$ cat config.mk
export PLATFORM = sky130hd
export DESIGN_NAME = z2_bus_tracker
export DESIGN_NICKNAME = d
export VERILOG_FILES = /design/src/rtl/z2_bus_tracker_pkg.sv /design/src/rtl/z2_sync.sv /design/src/rtl/z2_bus_tracker.sv
export SDC_FILE = /design/constraint.sdc
export NUM_CORES = 1
export LEC_CHECK = 0
export CAP_MARGIN = 15
export CORE_ASPECT_RATIO = 1.1
export CORE_MARGIN = 4
export CORE_UTILIZATION = 39
export DETAILED_ROUTE_END_ITERATION = 8
export PLACE_DENSITY = 0.71
export SYNTH_ARGS = -nofsm -noshare
export SYNTH_HDL_FRONTEND = slang
export SYNTH_SLANG_ARGS = --single-unit
export TNS_END_PERCENT = 5
$ cat constraint.sdc
create_clock -name CLK -period 1.9 [get_ports CLK]
set_clock_uncertainty 0.15 [all_clocks]
set_input_delay 0.38 -clock CLK [delete_from_list [all_inputs] [get_ports CLK]]
set_output_delay 0.38 -clock CLK [all_outputs]
set_load 0.01 [all_outputs]
$ cat src/rtl/z2_bus_tracker_pkg.sv
// Shared Zorro II cycle-state encodings and RAM window decode, also consumed
// by the SDRAM controller.
package z2_bus_tracker_pkg;

    typedef enum logic [1:0] {
        Z2_IDLE  = 2'd0,
        Z2_START = 2'd1,
        Z2_DATA  = 2'd2,
        Z2_END   = 2'd3
    } z2_state_t;

    localparam logic [1:0] RAM_SIZE_2MB = 2'b00;
    localparam logic [1:0] RAM_SIZE_4MB = 2'b01;
    localparam logic [1:0] RAM_SIZE_8MB = 2'b10;
    localparam logic [1:0] RAM_SIZE_OFF = 2'b11;

    // Address bits [23:21] against the autoconfig base, masked by window size.
    function automatic logic ram_match(input logic [2:0] addr,
                                       input logic [2:0] base,
                                       input logic [1:0] size,
                                       input logic       configured);
        logic hit;
        case (size)
            RAM_SIZE_2MB: hit = (addr == base);
            RAM_SIZE_4MB: hit = (addr[2:1] == base[2:1]);
            RAM_SIZE_8MB: hit = (addr[2] == base[2]);
            default:      hit = 1'b0;
        endcase
        return configured & hit;
    endfunction

endpackage

$ cat src/rtl/z2_sync.sv
// Multi-flop synchroniser for an asynchronous bus signal; resets to 1 so
// strobes read as negated and RW reads as "read" straight out of reset.
module z2_sync #(
    parameter int SYNC_STAGES = 2
) (
    input  logic CLK,
    input  logic RESET,
    input  logic d,
    output logic q
);

    logic [SYNC_STAGES-1:0] stages;

    always_ff @(posedge CLK) begin
        if (RESET) begin
            stages <= '1;
        end else begin
            stages <= {stages[SYNC_STAGES-2:0], d};
        end
    end

    assign q = stages[SYNC_STAGES-1];

endmodule

$ cat src/rtl/z2_bus_tracker.sv
// Zorro II slave-side cycle tracker: follows AS/DS through each bus cycle,
// flags cycles hitting our RAM window and drives DTACK and the data buffers.
module z2_bus_tracker
    import z2_bus_tracker_pkg::*;
#(
    parameter int SYNC_STAGES = 2
) (
    input  logic       CLK,
    input  logic       RESET,
    input  logic       AS_n,
    input  logic       UDS_n,
    input  logic       LDS_n,
    input  logic       RW,
    input  logic [2:0] ADDR,
    input  logic [2:0] ram_base,
    input  logic [1:0] ram_size,
    input  logic       ram_configured,
    input  logic       dtack,
    output logic [1:0] z2_state,
    output logic       RAM_CYCLE,
    output logic       DTACK_OE,
    output logic       DBOE_n,
    output logic       DBDIR
);

    logic as_s, uds_s, lds_s, rw_s, ds_s;

    z2_sync #(.SYNC_STAGES(SYNC_STAGES)) u_sync_as  (.CLK(CLK), .RESET(RESET), .d(AS_n),  .q(as_s));
    z2_sync #(.SYNC_STAGES(SYNC_STAGES)) u_sync_uds (.CLK(CLK), .RESET(RESET), .d(UDS_n), .q(uds_s));
    z2_sync #(.SYNC_STAGES(SYNC_STAGES)) u_sync_lds (.CLK(CLK), .RESET(RESET), .d(LDS_n), .q(lds_s));
    z2_sync #(.SYNC_STAGES(SYNC_STAGES)) u_sync_rw  (.CLK(CLK), .RESET(RESET), .d(RW),    .q(rw_s));

    assign ds_s = ~(uds_s & lds_s);

    // The synchroniser's reset-loaded 1s are not a real sample of AS_n, so
    // armed only trusts as_s once every stage has been refilled from the pin.
    logic [SYNC_STAGES-1:0] primed;
    logic                   armed;

    always_ff @(posedge CLK) begin
        if (RESET) begin
            primed <= '0;
            armed  <= 1'b0;
        end else begin
            primed <= {primed[SYNC_STAGES-2:0], 1'b1};
            if (as_s && primed[SYNC_STAGES-1]) begin
                armed <= 1'b1;
            end
        end
    end

    z2_state_t state, state_nxt;
    logic      match;
    logic      ram_cycle_nxt, dbdir_nxt, dtack_oe_nxt, dboe_n_nxt;
    logic      active_now, active_nxt;

    assign match    = ram_match(ADDR, ram_base, ram_size, ram_configured);
    assign z2_state = state;

    always_ff @(posedge CLK) begin
        if (RESET) begin
            state     <= Z2_IDLE;
            RAM_CYCLE <= 1'b0;
            DTACK_OE  <= 1'b0;
            DBOE_n    <= 1'b1;
            DBDIR     <= 1'b0;
        end else begin
            state     <= state_nxt;
            RAM_CYCLE <= ram_cycle_nxt;
            DTACK_OE  <= dtack_oe_nxt;
            DBOE_n    <= dboe_n_nxt;
            DBDIR     <= dbdir_nxt;
        end
    end

    // No timeout in DATA: slow masters and DMA may hold AS for as long as they like.
    always_comb begin
        state_nxt = state;
        case (state)
            Z2_IDLE:  if (armed && !as_s) state_nxt = Z2_START;
            Z2_START: begin
                if (as_s)      state_nxt = Z2_IDLE;
                else if (ds_s) state_nxt = Z2_DATA;
            end
            Z2_DATA:  if (as_s) state_nxt = Z2_END;
            Z2_END:   state_nxt = Z2_IDLE;
            default:  state_nxt = Z2_IDLE;
        endcase
    end

    // dtack/DTACK_OE handshake: the controller raises dtack while it owns a
    // RAM cycle; DTACK_OE follows one edge later and drops on the edge that
    // leaves START/DATA or the edge after dtack falls, and never without RAM_CYCLE.
    always_comb begin
        ram_cycle_nxt = RAM_CYCLE;
        dbdir_nxt     = DBDIR;
        case (state)
            Z2_IDLE: begin
                if (state_nxt == Z2_START) begin
                    ram_cycle_nxt = match;
                    dbdir_nxt     = rw_s & match;
                end
            end
            Z2_START: begin
                if (state_nxt == Z2_IDLE) begin
                    ram_cycle_nxt = 1'b0;
                    dbdir_nxt     = 1'b0;
                end
            end
            Z2_END: begin
                ram_cycle_nxt = 1'b0;
                dbdir_nxt     = 1'b0;
            end
            default: ;
        endcase

        active_now   = (state == Z2_START) || (state == Z2_DATA);
        active_nxt   = (state_nxt == Z2_START) || (state_nxt == Z2_DATA);
        dtack_oe_nxt = RAM_CYCLE & dtack & active_now & active_nxt;
        dboe_n_nxt   = ~(RAM_CYCLE & (state == Z2_DATA) & ~as_s);
    end

endmodule

==> run_results.csv, run 1 <==
group,metric,value,unit
outcome,status,"complete, but fails checks",
outcome,violations,"negative setup slack",
synthesis,synth.most_common_cell,"dfxtp_1",
synthesis,yosysSeqAreaShare,0.4772,
detailed_routing,drt_wl_total,1444,microns
die,ios,22,
setup_path,worstSetupPathType,"flop to flop",
synthesis,ys_dominant_reg_cell,"dfxtp_1",
detailed_routing,drt_pass1_iterations,4,
die,dieArea,0.002577,sq mm
die,die_w,48.77,microns
layout,syn2layout_area_growth,57.02,%
die,die_h,52.85,microns
setup_path,crit_required,1.94,ns
power,power_density,1030,mW/mm^2
synthesis,syn_nets,96,
sta,rsz0062_at_grt,"yes",
grt,grt_pass1_vias,613,
die,start_util,0.4318,
placement,port-buffer-count,21,
job,cap_violations,0,
setup_path,reg2reg_slack,-0.02,ns
clocking,root_buffer,"clkbuf_4",
layout,nFillCells,141,
clocking,cts.clk_slew.worst_paths,0.09,ns
detailed_routing,ant_nets,0,
synthesis,avgSynthCellArea,9.905,sq um
power,ir_drop,0.6611,mV
setup_path,arrival,1.97,ns
grt,grt_pass1_wl,2546,microns
detailed_routing,drc,0,
setup_path,cp-end-kind,"flop",
clocking,worstSkewPairLatency,0.28,ns
clocking,htreeDepth,1,
setup_path,critPathMaxFanout,4,
hold_path,whs_endpoint,"u_sync_lds.stages[1]",
grt,track_usage,0.1282,
die,fp-row-count,15,
synthesis,synth-edff-count,0,
sta,finalSetupViolCount,2,
synthesis,synth_area,713.2,sq um
placement,gp_congestion,0.7196,
synthesis,yosysWarnings,0,
hold_path,whs_path_depth,1,
sta,finalCritPeriodShare,1.011,
synthesis,ys_types,23,
sta,tns,-0.04000,ns
grt,antenna_found_initial,0,
clocking,cts_sinks,17,
sta,hold_viol,0,
detailed_routing,wl_per_cell,11.65,microns
sta,relSlewSlack,0.8181,
layout,fin_nets,132,
layout,drive_gt1_frac,0.3458,
synthesis,synthCells,72,
placement,place_ws,-0.1153,ns
sta,fin_crit,1.921,ns
hold_path,holdCritPathClass,"flop to flop",
layout,antenna_cells,0,
sta,tightest_slew,0.2726,ns
detailed_routing,vias,598,
layout,seq_area,347.8,sq um
sta,clock.fmax,520.4,MHz
placement,dp_hpwl,1164,microns
synthesis,synth_top_area_frac,0.4772,
power,p_leak,0.4636,nW
power,fin_total_pwr,1.154,mW
clocking,cts_buffers,3,
hold_path,hold_path_startpoint,"u_sync_lds.stages[0]",
detailed_routing,viasPerCell,4.823,
synthesis,ys_async_sr_fraction,0,
grt,grt_max_degree,15,
synthesis,synth_area_leaders,"dfxtp_1, ha_1, or2_2",
detailed_routing,drt_iter0_drc,8,
setup_path,rr_worst_depth,10,
sta,worst_slack,-0.02146,ns
setup_path,r2r-start,"z2_state[1]",
sta,slew_violations,0,
layout,final_core_util,0.6780,
synthesis,synth_common_cells,"dfxtp_1, ha_1, inv_1, or2_2",
grt,gr-total-overflow,0,
clocking,clockBufferDepth,2,
setup_path,r2r-end,"DBDIR",
die,core_area,0.001652,sq mm
layout,multi_input_area,399.1,sq um
setup_path,start_kind,"flop",
synthesis,synth_top_area_cell,"dfxtp_1",
synthesis,synth_seq_cells,17,
clocking,tritoncts,"yes",
layout make-up:
type                    count  area share
multi-input cells          46      0.3564
flip-flops and latches     17      0.3106
repair buffers             32      0.2615
inverters                   8     0.02905
clock buffers               4     0.02346
well taps                  17     0.01899
metrics by stage:
step	hold WS, ns	cell area (sq um)	std cells
after global placement	0.2409	1076	120
after global routing	0.2840	1120	124
after CTS	0.2675	1112	124
after floorplan	0.2395	765.7	72
final	0.2662	1120	124
after detailed placement	0.2462	1076	120
cells by family (layout without fill, tap and decap cells):
family / Yosys count / count (layout) / share of synthesized area
simple gates: 22 / 22 / 0.1719
compound gates: 13 / 13 / 0.1263
flops: 17 / 17 / 0.4772
buf+inv: 9 / 44 / 0.04737
xor+xnor: 3 / 3 / 0.03685
fa+ha+maj: 8 / 8 / 0.1404
what timing repair did:
item | in CTS | in global routing
setup buffers | 0 | 0
pin swaps | 3 | 0
resized for setup | 3 | 1
endpoints found under the setup margin | 2 | 2
hold buffers | 0 | 0
cells in the final DEF, fill, tap and decap left out, drive strengths merged:
| master | count |
|---|---|
| nand2b | 1 |
| or2 | 8 |
| a21oi | 4 |
| o2bb2ai | 1 |
| inv | 8 |
| dfxtp | 17 |
| xnor2 | 3 |
| a311o | 1 |
| a21boi | 1 |
| nor3 | 1 |
| nor2b | 2 |
| ha | 8 |
| nand4b | 1 |
| o21a | 1 |
| nand2 | 4 |
| clkdlybuf4s50 | 21 |
| o21ai | 2 |
| o22a | 1 |
| nor2 | 4 |
| or4b | 1 |
| o2111ai | 1 |
| clkbuf | 4 |
| o32ai | 1 |
| buf | 11 |
sequential cells by signal (all words and copies together), names as in the netlist:
name and cells:
armed 1, DBDIR 1, DBOE_n 1, z2_state 2, RAM_CYCLE 1, u_sync_uds.stages 2, u_sync_lds.stages 2, u_sync_as.stages 2
primed 2, u_sync_rw.stages 2, DTACK_OE 1
worst max-delay path, stage by stage (launching register included):
cell and delay [ns]:
dfxtp_4 0.38, inv_4 0.05, ha_4 0.15, nor2b_4 0.12, o22a_1 0.16, o2bb2ai_2 0.15
ha_2 0.19, inv_2 0.03, a21oi_2 0.13, o2111ai_1 0.17, o32ai_2 0.15
routing by layer:
metal  vias up  track usage  part of all wire
li1        307            -                 -
met1       266       0.1340              0.44
met2        21       0.2304              0.47
met3         4      0.03944             0.066
met4         0      0.06726             0.015
met5         -            0                 0
report_power, final:
part / switching (mW) / internal (mW)
clock network: 0.0979 / 0.0813
logic: 0.239 / 0.320
registers: 0.0238 / 0.392
how the worst max path moves through the flow:
| stage | startpoint | end | slack (ns) | depth (start not counted) |
|---|---|---|---|---|
| 5_1_grt | z2_state[1] | DBDIR | -0.14 | 10 |
| 3_5_place_dp | z2_state[1] | DBDIR | -0.12 | 11 |
| 4_1_cts | z2_state[1] | DBDIR | -0.05 | 11 |
| 6_report | z2_state[1] | DBDIR | -0.02 | 10 |
| 2_1_floorplan | z2_state[1] | DBDIR | -0.06 | 11 |
| 3_3_place_gp | RESET | DBDIR | -0.07 | 5 |
Power figures use the tool's default switching activity.
==> inputs of run 2 (changes only) <==
CORE_MARGIN = 1.5   (was 4)
==> run_results.csv, run 2 (synthesized netlist as in run 1, its figures left out) <==
group,metric,value,unit
layout,drive_gt1_frac,0.3551,
clocking,htreeDepth,1,
placement,dp.cells,121,
detailed_routing,drt_pass1_iterations,3,
outcome,violations,"negative setup slack",
sta,worst_slack,-0.04520,ns
power,p_seq_frac,0.349,
die,ios,22,
sta,finalSetupViolCount,2,
placement,dp_hpwl,1076,microns
setup_path,worstPathCellList,"inv_4 -> ha_4 -> nor2b_4 -> o22a_1 -> o2bb2ai_2 -> ha_2 -> inv_2 -> a21oi_4 -> a21boi_4 -> o32ai_2",
power,combinationalPowerShare,0.496,
sta,tightest_slew,0.2148,ns
setup_path,cp-end-kind,"flop",
power,clockPowerShare,0.155,
power,fin_total_pwr,1.200,mW
grt,antenna_found_initial,0,
sta,hold_viol,0,
job,cap_violations,0,
clocking,cts_hold_buf,0,
layout,layout_commonest_cell,"clkdlybuf4s50_1",
setup_path,slowest_stage,"dfxtp_4",
layout,design_area,0.001136,sq mm
setup_path,crit_buf_inv,2,
grt,gr-total-overflow,0,
die,start_util,0.4095,
clocking,root_buffer,"clkbuf_4",
grt,grt_pass1_vias,531,
setup_path,crit_required,1.92,ns
hold_path,holdCritPathClass,"flop to flop",
detailed_routing,ant_nets,0,
detailed_routing,drt_wl_total,1380,microns
power,ir_drop,0.5668,mV
clocking,cts_buffers,3,
setup_path,reg2reg_slack,-0.05,ns
clocking,worstSkewPairLatency,0.29,ns
placement,place_ws,-0.07325,ns
die,fp-row-count,16,
sta,finalCritPeriodShare,1.024,
sta,rsz0062_at_grt,"yes",
grt,grt_max_degree,15,
die,die_w,43.77,microns
sta,hold_slack,0.2667,ns
clocking,cts.clk_slew.worst_paths,0.10,ns
power,internal-power,812.2,uW
setup_path,arrival,1.97,ns
power,p_leak,0.4875,nW
sta,clock.fmax,514.1,MHz
power,switching_share,0.3234,
die,die_h,47.85,microns
sta,fin_crit,1.945,ns
layout,final_cells,125,
power,power_density,1057,mW/mm^2
detailed_routing,wl_per_cell,11.04,microns
layout,fin_nets,132,
placement,post_dp_cell_area,0.001077,sq mm
placement,port-buffer-count,21,
outcome,status,"complete, but fails checks",
layout,nFillCells,149,
detailed_routing,viasPerCell,4.864,
die,dieArea,0.002094,sq mm
detailed_routing,drc,0,
setup_path,start_kind,"flop",
clocking,clockBufferDepth,2,
setup_path,critPathMaxFanout,3,
layout,final_cell_mix,"clkdlybuf4s50_1, dfxtp_1, buf_4",
setup_path,cp_top_family,"compound AO/OA/AOI/OAI gates",
clocking,tritoncts,"yes",
clocking,cts_setup_buffers,0,
clocking,cts_sinks,17,
placement,gp_congestion,0.7025,
grt,track_usage,0.1457,
sta,slew_violations,0,
power,power_switching,388.2,uW
detailed_routing,vias,608,
grt,grt_pass1_wl,2159,microns
die,core_area,0.001742,sq mm
layout,syn2layout_area_growth,59.30,%
setup_path,worstSetupPathType,"flop to flop",
detailed_routing,drt_iter0_drc,7,
setup_path,slowest_delay,0.38,ns
layout,antenna_cells,0,
sta,relSlewSlack,0.8568,
-- run 2: cell types whose count changed in the layout (fill, tap and decap cells not counted), sizes merged --
cell | before | now
clkinv | 0 | 1
clkbuf | 4 | 3
clkdlybuf4s50 | 21 | 20
dlymetal6s2s | 0 | 1
-- run 2: timing repair --
item                                    4_1_cts  5_1_grt
pin swaps                                     3        2
gates resized for setup                       0        6
endpoints found under the setup margin        2        3
-- run 2: per-layer routing --
layer  vias to the layer above  part of all wire  routed length (microns)  GRT usage
li1                        306                 -                        -          -
met1                       276              0.44                      608     0.1663
met2                        21              0.45                      627     0.2412
met3                         5             0.080                      110    0.04528
met4                         0             0.025                       34    0.09091
met5                         -                 0                        0          0
-- run 2: area by class of cell --
cell class,instances,area (sq um),area share
multi-input combinational,46,410.4,0.3612
clock buffer,3,22.52,0.01982
inverter,8,32.53,0.02863
sequential,17,347.8,0.3062
tap,18,22.52,0.01982
timing repair buffer,32,295.3,0.2599
clock inverter,1,5.005,0.004405
-- run 2: stage by stage --
stage	TNS [ns]	utilization
final	-0.08072	0.6523
after floorplan	-0.07179	-
after global placement	-0.1193	0.6185
after detailed placement	-0.1170	0.6185
after global routing	-0.2885	0.6523
after CTS	-0.07242	0.6343
-- run 2: worst paths after layout --
| kind | start | end | depth (start not counted) |
|---|---|---|---|
| worst min register to register | u_sync_lds.stages[0] | u_sync_lds.stages[1] | 1 |
| worst max-delay path | z2_state[1] | DBDIR | 10 |
| worst max register to register | z2_state[1] | DBDIR | 10 |
| worst min-delay path | u_sync_lds.stages[0] | u_sync_lds.stages[1] | 1 |
-- run 2: power by group through the flow --
stage | registers, mW | logic, mW | clock network (mW)
final | 0.418 | 0.596 | 0.186
after global routing | 0.424 | 0.658 | 0.214
after CTS | 0.419 | 0.524 | 0.196
after detailed placement | 0.427 | 0.519 | 0
after global placement | 0.424 | 0.514 | 0
after floorplan | 0.437 | 0.279 | 0
==> inputs of run 3 (changes only) <==
GPL_TIMING_DRIVEN = 0   (was not set)
RECOVER_POWER = 100   (was not set)
==> run_results.csv, run 3 (synthesized netlist as in run 1, its figures left out) <==
group,metric,value,unit
die,ios,22,
layout,nFillCells,172,
grt,grt_pass1_wl,2014,microns
layout,final_cell_mix,"clkdlybuf4s50_1, dfxtp_1, or2_2",
layout,final_cells,122,
detailed_routing,drc,0,
placement,dp_hpwl,1008,microns
clocking,htreeDepth,1,
hold_path,whs_path_depth,1,
outcome,violations,"negative setup slack",
hold_path,holdCritPathClass,"flop to flop",
sta,finalCritPeriodShare,1.032,
power,power_density,992.4,mW/mm^2
power,ir_drop,0.5781,mV
power,fin_total_pwr,1.089,mW
layout,drive_gt1_frac,0.2981,
sta,tns,-0.1075,ns
setup_path,worstPathCellList,"inv_4 -> ha_4 -> nor2b_4 -> a311o_1 -> o21ai_2 -> inv_1 -> ha_2 -> inv_2 -> a21oi_2 -> a21boi_2 -> o32ai_1",
clocking,cts_sinks,17,
sta,rsz0062_at_grt,"yes",
grt,antenna_found_initial,0,
detailed_routing,drt_wl_total,1350,microns
grt,track_usage,0.1354,
die,die_h,47.85,microns
sta,fin_crit,1.960,ns
detailed_routing,ant_nets,0,
die,fp-row-count,16,
setup_path,start_kind,"flop",
clocking,cts_hold_buf,0,
setup_path,reg2reg_slack,-0.06,ns
layout,syn2layout_area_growth,53.86,%
die,start_util,0.4095,
layout,fin_nets,129,
layout,layout_commonest_cell,"clkdlybuf4s50_1",
sta,tightest_slew,0.3448,ns
setup_path,slowest_stage,"dfxtp_4",
setup_path,worstSetupPathType,"flop to flop",
detailed_routing,vias,568,
clocking,tritoncts,"yes",
clocking,cts_buffers,3,
sta,relSlewSlack,0.7701,
sta,worst_slack,-0.05987,ns
detailed_routing,drt_iter0_drc,4,
grt,grt_pass1_vias,501,
die,die_w,43.77,microns
clocking,root_buffer,"clkbuf_4",
setup_path,critPathMaxFanout,3,
sta,finalSetupViolCount,2,
layout,final_core_util,0.6300,
setup_path,cp-end-kind,"flop",
setup_path,rr_worst_depth,11,
sta,hold_slack,0.2622,ns
setup_path,slowest_delay,0.38,ns
layout,antenna_cells,0,
setup_path,arrival,2.00,ns
grt,gr-total-overflow,0,
detailed_routing,wl_per_cell,11.07,microns
setup_path,r2r-start,"z2_state[1]",
setup_path,r2r-end,"DBDIR",
die,dieArea,0.002094,sq mm
placement,port-buffer-count,21,
placement,gp_congestion,0.7125,
sta,hold_viol,0,
clocking,cts.clk_slew.worst_paths,0.09,ns
sta,slew_violations,0,
clocking,clockBufferDepth,2,
job,cap_violations,0,
power,p_leak,0.4550,nW
die,core_area,0.001742,sq mm
placement,dp.cells,111,
setup_path,endpoint,"DBDIR",
detailed_routing,viasPerCell,4.656,
setup_path,crit_required,1.94,ns
sta,clock.fmax,510.2,MHz
clocking,worstSkewPairLatency,0.28,ns
detailed_routing,drt_pass1_iterations,4,
grt,grt_max_degree,11,
hold_path,hold_path_startpoint,"u_sync_uds.stages[0]",
outcome,status,"complete, but fails checks",
setup_path,cp-startpoint,"z2_state[1]",
[run 3: changes by cell type in the layout (fill, tap and decap cells not counted), moves of 3 or more]
cell,before,now
buf_4,11,5
clkbuf_1,0,3
clkdlybuf4s50_1,20,16
dlygate4sd3_1,0,4
[run 3: layout make-up]
type,count,area [sq um],share of cell area
Multi-Input combinational cell,46,406.6,0.3706
Sequential cell,17,347.8,0.3170
Timing Repair Buffer,28,257.7,0.2349
Inverter,8,32.53,0.02965
Clock buffer,4,26.28,0.02395
Tap cell,18,22.52,0.02052
Buffer,1,3.754,0.003421
[run 3: worst min path at each step]
stage,slack (ns),endpoint
2_1_floorplan,0.24,u_sync_as.stages[1]
3_3_place_gp,0.24,u_sync_lds.stages[1]
3_5_place_dp,0.24,u_sync_lds.stages[1]
4_1_cts,0.26,u_sync_lds.stages[1]
5_1_grt,0.28,u_sync_as.stages[1]
6_report,0.26,u_sync_uds.stages[1]
[run 3: power by group]
part,total (mW),internal [mW],switching (mW)
Clock,0.179,0.0814,0.0979
Sequential,0.418,0.392,0.0261
Combinational,0.492,0.266,0.226
[run 3: per-layer routing]
layer	wire length (microns)	up-vias	track usage
met2	657	20	0.2353
met1	586	244	0.1575
met4	0	0	0.09091
li1	-	304	-
met3	106	0	0.01887
met5	0	-	0
[run 3: what timing repair did]
item,4_1_cts,5_1_grt
setup endpoints to repair,2,2
resized for setup,3,1
pin swaps,3,0
setup buffers,7,0
[run 3: through the flow]
step | cell area, sq um | worst slack [ns]
floorplan | 765.7 | -0.06363
CTS | 1091 | -0.06471
detailed placement | 998.5 | -0.1762
global route | 1097 | -0.1603
global placement | 998.5 | -0.1753
finish | 1097 | -0.05987
[run 3: critical path, delay by kind of cell (launching register included)]
kind / cells / cell delay [ns]
DFF: 1 / 0.38
AOI/OAI and AO/OA: 5 / 0.75
adders and majority gates: 2 / 0.33
and+or+nand+nor: 1 / 0.12
buffers and inverters: 3 / 0.15
